<file path="src/rtl/rr_select_arbiter_8_pkg.sv">
// Shared constants and helper functions for the eight-way round-robin select arbiter.
// Holds the requester count, the index width, and the grant-computation helpers.
package rr_select_arbiter_8_pkg;

    localparam int NUM_REQ = 8;
    localparam int SRC_W   = 3;

    // Converts a one-hot vector to its binary index. An all-zero input gives 0.
    function automatic logic [SRC_W-1:0] onehot_to_bin(input logic [NUM_REQ-1:0] oh);
        logic [SRC_W-1:0] idx;
        idx = '0;
        for (int i = 0; i < NUM_REQ; i++) begin
            if (oh[i]) idx = idx | SRC_W'(i);
        end
        return idx;
    endfunction

    // Scans upward from ptr, wrapping 7->0. The first set request wins.
    // Passing ptr=0 turns this into a lowest-index (fixed priority) pick.
    function automatic logic [NUM_REQ-1:0] rr_pick(input logic [NUM_REQ-1:0] req,
                                                   input logic [SRC_W-1:0]   ptr);
        logic [NUM_REQ-1:0] grant;
        logic               found;
        logic [SRC_W-1:0]   idx;
        grant = '0;
        found = 1'b0;
        for (int k = 0; k < NUM_REQ; k++) begin
            idx = ptr + SRC_W'(k);
            if (!found && req[idx]) begin
                grant[idx] = 1'b1;
                found      = 1'b1;
            end
        end
        return grant;
    endfunction

endpackage

</file>
<file path="src/rtl/rr_select_arbiter_8_onehot_mux_8.sv">
// Purely combinational 8:1 data selector driven by a one-hot select.
// An all-zero select produces an all-zero output.
module onehot_mux_8
    import rr_select_arbiter_8_pkg::*;
#(
    parameter int DATA_WIDTH = 8
) (
    input  logic [DATA_WIDTH-1:0] d0,
    input  logic [DATA_WIDTH-1:0] d1,
    input  logic [DATA_WIDTH-1:0] d2,
    input  logic [DATA_WIDTH-1:0] d3,
    input  logic [DATA_WIDTH-1:0] d4,
    input  logic [DATA_WIDTH-1:0] d5,
    input  logic [DATA_WIDTH-1:0] d6,
    input  logic [DATA_WIDTH-1:0] d7,
    input  logic [NUM_REQ-1:0]    sel,
    output logic [DATA_WIDTH-1:0] y
);

    logic [DATA_WIDTH-1:0] d_arr [NUM_REQ];

    assign d_arr = '{d0, d1, d2, d3, d4, d5, d6, d7};

    // NOTE: y is given a default before the loop so no path leaves it unassigned, which would infer a latch.
    always_comb begin
        y = '0;
        for (int i = 0; i < NUM_REQ; i++) begin
            if (sel[i]) y = y | d_arr[i];
        end
    end

endmodule

</file>
<file path="src/rtl/rr_select_arbiter_8.sv">
// Round-robin / fixed-priority arbiter sharing one 8:1 one-hot selector among eight requesters.
// Feeds a one-entry output register with a valid/ready handshake.
module rr_select_arbiter_8
    import rr_select_arbiter_8_pkg::*;
#(
    parameter int DATA_WIDTH = 8
) (
    input  logic                  clk,
    input  logic                  rst_n,
    input  logic [NUM_REQ-1:0]    req,
    input  logic [DATA_WIDTH-1:0] d0,
    input  logic [DATA_WIDTH-1:0] d1,
    input  logic [DATA_WIDTH-1:0] d2,
    input  logic [DATA_WIDTH-1:0] d3,
    input  logic [DATA_WIDTH-1:0] d4,
    input  logic [DATA_WIDTH-1:0] d5,
    input  logic [DATA_WIDTH-1:0] d6,
    input  logic [DATA_WIDTH-1:0] d7,
    input  logic                  prio_mode,
    output logic [NUM_REQ-1:0]    ack,
    output logic [NUM_REQ-1:0]    sel,
    output logic                  out_valid,
    input  logic                  out_ready,
    output logic [DATA_WIDTH-1:0] out_data,
    output logic [SRC_W-1:0]      out_src
);

    logic [SRC_W-1:0]      ptr_q;
    logic                  out_valid_q;
    logic [DATA_WIDTH-1:0] out_data_q;
    logic [SRC_W-1:0]      out_src_q;
    logic [NUM_REQ-1:0]    sel_q;

    logic [NUM_REQ-1:0]    grant;
    logic [SRC_W-1:0]      winner;
    logic [DATA_WIDTH-1:0] mux_y;
    logic                  load;

    // Fixed mode starts the scan at 0 so it degenerates to lowest-index wins.
    assign grant  = rr_pick(req, prio_mode ? '0 : ptr_q);
    assign winner = onehot_to_bin(grant);
    assign load   = (|req) && (!out_valid_q || out_ready);
    assign ack    = (load && rst_n) ? grant : '0;

    onehot_mux_8 #(
        .DATA_WIDTH (DATA_WIDTH)
    ) u_mux (
        .d0  (d0),
        .d1  (d1),
        .d2  (d2),
        .d3  (d3),
        .d4  (d4),
        .d5  (d5),
        .d6  (d6),
        .d7  (d7),
        .sel (grant),
        .y   (mux_y)
    );

    // NOTE: state registers use non-blocking assignments so every register samples pre-edge values.
    always_ff @(posedge clk or negedge rst_n) begin
        if (!rst_n) begin
            ptr_q       <= '0;
            out_valid_q <= 1'b0;
            out_data_q  <= '0;
            out_src_q   <= '0;
            sel_q       <= '0;
        end else if (load) begin
            out_valid_q <= 1'b1;
            out_data_q  <= mux_y;
            out_src_q   <= winner;
            sel_q       <= grant;
            if (!prio_mode) ptr_q <= winner + SRC_W'(1);
        end else if (out_valid_q && out_ready) begin
            out_valid_q <= 1'b0;
        end
    end

    assign out_valid = out_valid_q;
    assign out_data  = out_data_q;
    assign out_src   = out_src_q;
    assign sel       = sel_q;

endmodule

</file>
<file path="config.mk">
export PLATFORM = sky130hd
export DESIGN_NAME = rr_select_arbiter_8
export DESIGN_NICKNAME = d
export VERILOG_FILES = /design/src/rtl/rr_select_arbiter_8_pkg.sv /design/src/rtl/rr_select_arbiter_8_onehot_mux_8.sv /design/src/rtl/rr_select_arbiter_8.sv
export SDC_FILE = /design/constraint.sdc
export NUM_CORES = 1
export LEC_CHECK = 0
export ABC_AREA = 1
export CORE_MARGIN = 5
export CORE_UTILIZATION = 47
export CTS_BUF_LIST = sky130_fd_sc_hd__clkbuf_4 sky130_fd_sc_hd__clkbuf_8 sky130_fd_sc_hd__clkbuf_16
export DETAILED_ROUTE_END_ITERATION = 10
export GPL_TIMING_DRIVEN = 0
export HOLD_SLACK_MARGIN = 0.12
export PLACE_DENSITY = 0.83
export SYNTH_ARGS = -nofsm -noshare
export SYNTH_HDL_FRONTEND = slang
export SYNTH_SLANG_ARGS = --single-unit
</file>
<file path="constraint.sdc">
create_clock -name clk -period 4.4 [get_ports clk]
set_clock_uncertainty 0.1 [all_clocks]
set_input_delay 0.66 -clock clk [delete_from_list [all_inputs] [get_ports clk]]
set_output_delay 0.66 -clock clk [all_outputs]
set_load 0.05 [all_outputs]
</file>
After elaboration in Yosys (flattened, before gate mapping):

Cells that the tools add are included.
W data, S select, Z words.

* add/sub/neg operators: 8
* order comparisons: 16
* bitwise operators: 15
* muxes and demuxes: 66
* reductions and logical operators: 30

Operators with widths (count)
* $mux W8: 17
* $or A8 B8 Y8: 14
* $lt A3 B4 Y1 const B: 8
* $mux W1: 26
* $bmux W1 S3: 8
* $demux W1 S3: 8
* $ge A3 B1 Y1 const B: 8
* $logic_and A1 B1 Y1: 18
* $mux W3: 5
* $add A3 B3 Y3 const B: 4
* $logic_not A1 Y1: 8
* $reduce_or A8 Y1: 1
* $add A3 B1 Y3 const B: 2
* $add A3 B2 Y3 const B: 2
* $mux W2: 2
* $reduce_and A2 Y1: 1
* $reduce_bool A2 Y1: 1
* $logic_or A1 B1 Y1: 1
* $not A1 Y1: 1

* register bits after elaboration: 23
* logic and storage cells: 140

Depth between registers and ports, before layout:

* depth after elaboration: 40
* gate-level depth with buffers: 23
* depth with buffers taken out: 21

Hierarchy:

Synthesis repeated with hierarchy kept, for this count alone.

* cells, all modules: 518
* area total of the unflattened synthesis: 2994.1 µm²

Modules (own cells, without submodules)
* rr_select_arbiter_8: cells each 390, seq. area each 575.6 µm², area each 2451.1 µm², instances 1
* onehot_mux_8: cells each 128, seq. area each 0.0 µm², area each 543.0 µm², instances 1

Worst setup path after synthesis:

Ideal clock, no wire load.

* path type: input-to-output
* start: input port prio_mode
* end: output port ack[5]
* stages: 19
* data arrival time: 3.398 ns
* slack: 0.242 ns
* data required time: 3.640 ns
* path buffers: 3
* cell sequence: inv_4 -> nand2_4 -> buf_6 -> buf_2 -> ha_1 -> inv_1 -> nand3_1 -> nand3_2 -> nand2_4 -> nor2_8 -> nand4_4 -> nor2_4 -> buf_6 -> nand3_1 -> nand2_1 -> inv_2 -> nand2_4 -> inv_2 -> nor2_1

* cells in the longest elaborated chain, start to end: 26

Ends and longest elaborated chain
* start, declared: RTL line rr_select_arbiter_8.sv:19 `input logic prio_mode,`
* $mux W3 *: RTL line rr_select_arbiter_8.sv:40 `assign grant = rr_pick(req, prio_mode ? '0 : ptr_q);`
* parallel branches: the longest is 23 deep, another holds $lt A3 B4 Y1
* $mux W8 *: RTL line rr_select_arbiter_8_pkg.sv:29 `if (!found && req[idx]) begin`
* $mux W8 *: RTL line rr_select_arbiter_8.sv:43 `assign ack = (load && rst_n) ? grant : '0;`
* end, declared: RTL line rr_select_arbiter_8.sv:20 `output logic [NUM_REQ-1:0] ack,`

Mark *: on every way between the ends. The select of a mux whose other input is x is not followed.

Final worst setup path:

* start: input port prio_mode
* end: output port ack[4]

Same word-level chain as after synthesis.

==> flow_metrics.env <==
export IMPL_status="completed"
export IMPL_syn_nets=622
export IMPL_num_fill_cells=570
export IMPL_syn_inst=540
export IMPL_worstPathArrival_ns=3.46
export IMPL_setup_viol=0
export IMPL_p_clk_frac=0.048
export IMPL_cts_tree="done"
export IMPL_hp_class="reg2reg"
export IMPL_wire_per_inst_microns=16.0
export IMPL_grt_overflow_total=0
export IMPL_pin_count=104
export IMPL_ctsLongestPathBuffers=2
export IMPL_required_ns=3.64
export IMPL_final_cell_area_sq_um=4350
export IMPL_dpl_cell_area_sq_um=4220
export IMPL_rows=29
export IMPL_syn_area_per_cell_sq_um=5.73
export IMPL_die_y_microns=91.2
export IMPL_crit_slowest_cell="ha_2"
export IMPL_placeableCoreArea_sq_um=6390
export IMPL_synth_distinct_cells=35
export IMPL_crit_chain="clkdlybuf4s15_1, inv_4, buf_4, buf_6, nand2_1, ha_2, inv_2, nand3_1, nand2_1, nand2_1, nand2_2, nand3_4, nor2_8, nand3_4, nor2_1, nor2_1, nand3_1, buf_6, nand2_1, inv_1, buf_4"
export IMPL_synth_warnings=0
export IMPL_rsz0062_at_grt="no"
export IMPL_rr_worst_depth=19
export IMPL_whs_path_depth=2
export IMPL_power_internal_w=0.00106
export IMPL_numCtsBuffers=3
export IMPL_grt_pass1_vias=3765
export IMPL_port_buffers=103
export IMPL_routed_wl_microns=11600
export IMPL_finalHoldViolations=0
export IMPL_yosysSeqAreaShare=0.186
export IMPL_dp_cells=720
export IMPL_max_vdd_ir_drop_uv=468
export IMPL_first_pass_iters=5
export IMPL_slew_headroom=0.284
export IMPL_timing_final_max_slew_violations=0
export IMPL_start_util=0.485
export IMPL_nNetsFinal=732
export IMPL_synth_top_area_frac=0.273
export IMPL_grt_pass1_wl_microns=19100
export IMPL_switchingPower_w=0.00163
export IMPL_crit_type="in2out"
export IMPL_cpPeakStageDelay_ns=0.32
export IMPL_synth_top_area_cell="nand2_1"
export IMPL_tns_ns=0
export IMPL_drc=0
export IMPL_fin_cells=726
export IMPL_cts_clk_slew_worst_paths_ns=0.08
export IMPL_fin_util=0.681
export IMPL_dp_hpwl_microns=9370
export IMPL_min_period_over_period=0.959
export IMPL_ant_nets=0
export IMPL_swShare=0.606
export IMPL_vias_per_cell=5.44
export IMPL_crit_path_frequent_cell="nand2_1"
export IMPL_area_delta_synth_final_pct=40.4
export IMPL_holdBufCountCts=0
export IMPL_antenna_cells=0
export IMPL_ys_seq_elements=23
export IMPL_grt_max_degree=25
export IMPL_antenna_found_initial=0
export IMPL_powerDensity_nw_per_um2=620
export IMPL_clkSinkCount=23
export IMPL_synthTopCellsByArea="nand2_1 (27%), dfrtp_1 (19%), nand3_1 (13%)"
export IMPL_num_vias=3948
export IMPL_fin_crit_ns=4.22
export IMPL_fmax_ghz=0.237
export IMPL_clock_latency_ns=0.26
export IMPL_clock_tree_root_cell="clkbuf_8"
export IMPL_seqPwrFrac=0.138
export IMPL_worst_pin_slew_ns=1.07
export IMPL_p_leak_nw=2.26
export IMPL_track_usage=0.279
export IMPL_cts_max_level=1
export IMPL_syn_area_sq_um=3100
export IMPL_layout_drive_gt1_share=0.125
export IMPL_combPwrFrac=0.814
export IMPL_drv_cap=0
export IMPL_worstSetupStartpointType="input port"
export IMPL_crit_path_end_kind="primary output"
export IMPL_whs_ns=0.389
export IMPL_drtIter0Drc=279
export IMPL_gp_congestion=0.938
export IMPL_die_w_microns=91.2
export IMPL_die_area_sq_um=8310
export IMPL_crit_fanout=10
cells in the mapped netlist:
cell type and n:
nand4_1 6, nand4_4 1, nor2_2 3, nand2_4 9, dfrtp_1 23, nor3_2 1
nor3_1 3, clkbuf_1 2, nand3_2 10, o21ai_1 3, buf_2 3, nand3_4 2
inv_4 2, a31oi_1 2, inv_2 6, xnor2_2 1, inv_1 35, nand3b_1 5
ha_1 6, nor4_1 2, buf_4 7, o21ai_0 10, nor2_4 1, buf_6 4
nand3_1 80, or2_1 1, nor2_8 2, xor2_2 1, nor2_1 73, a21oi_1 3
nand2_1 225, nand2_8 1, nand2_2 5, o21ai_2 1, a21oi_2 1
final cells by class:
cell class	instances	area [sq um]	area share
Multi-Input combinational cell	458	2300	0.528
Clock inverter	1	5.00	0.00115
Clock buffer	3	41.3	0.00950
Tap cell	77	96.3	0.0222
Inverter	43	166	0.0383
Buffer	15	130	0.0299
Timing Repair Buffer	106	1040	0.238
Sequential cell	23	576	0.132
worst paths after layout:
path                                          from                      end  slack (ns)
min                        out_data[5]$_DFFE_PN0P_  out_data[5]$_DFFE_PN0P_        0.39
min in group asynchronous                    rst_n       sel[3]$_DFFE_PN0P_        0.87
max                                      prio_mode                   ack[4]        0.18
max reg2reg                   ptr_q[0]$_DFFE_PN0P_     ptr_q[2]$_DFFE_PN0P_        0.79
min reg2reg                out_data[5]$_DFFE_PN0P_  out_data[5]$_DFFE_PN0P_        0.39
max in group asynchronous                    rst_n     ptr_q[2]$_DFFE_PN0P_        2.68
worst max-delay path, delay by kind of cell:
| family | cells | cell delay (ns) |
|---|---|---|
| simple gates | 12 | 1.37 |
| buf+inv | 8 | 1.10 |
| fa+ha+maj | 1 | 0.32 |
sequential cells by signal, indices dropped and copies added, names as in the netlist:
signal	cells
sel	8
out_src	3
ptr_q	3
out_valid	1
out_data	8
metrics by stage:
| step | total power, W | setup slack (ns) |
|---|---|---|
| 2_1_floorplan | 0.00185 | 0.242 |
| 3_3_place_gp | 0.00245 | -0.955 |
| 3_5_place_dp | 0.00248 | -0.978 |
| 4_1_cts | 0.00266 | 0.185 |
| 5_1_grt | 0.00292 | 0.0210 |
| 6_report | 0.00270 | 0.180 |
power by group through the flow:
stage | combinational [W] | sequential [W] | clock [W]
floorplan | 0.00123 | 0.000623 | 0
global placement | 0.00208 | 0.000369 | 0
detailed placement | 0.00211 | 0.000370 | 0
CTS | 0.00216 | 0.000370 | 0.000132
global route | 0.00239 | 0.000385 | 0.000142
finish | 0.00219 | 0.000372 | 0.000131
layout by cell type, fill, tap and decap left out, drive strengths merged:
cell             n
clkbuf           5
a31oi            2
nand2          240
clkdlybuf4s50   94
xnor2            1
inv             43
nand3           92
buf             24
clkdlybuf4s15    1
nand4            7
a21oi            4
nand3b           5
nor2            79
xor2             1
o21ai           14
or2              1
nor4             2
nor3             4
clkinv           1
dfrtp           23
ha               6
routing by layer:
metal  vias to the layer above  GRT usage  share of wire
li1                       1939          -              -
met1                      1811      0.388           0.42
met2                       169      0.462           0.49
met3                        29     0.0182          0.054
met4                         0     0.0844          0.028
met5                         -          0              0
what timing repair did:
item | 4_1_cts | 5_1_grt
setup buffers | 3 | 0
gates cloned | 0 | 0
resized for setup | 61 | 5
pin swaps | 3 | 2
setup endpoints to repair | 9 | 6
kinds of logic after synthesis:
kind of cell,Yosys count,share of synthesized area
AO/OA/AOI/OAI,20,0.0356
XOR/XNOR,2,0.0105
adder cells (fa/ha/maj),6,0.0242
buffers and inverters,59,0.0925
flip-flops,23,0.186
AND/OR/NAND/NOR,430,0.651
Power figures use the tool's default switching activity.
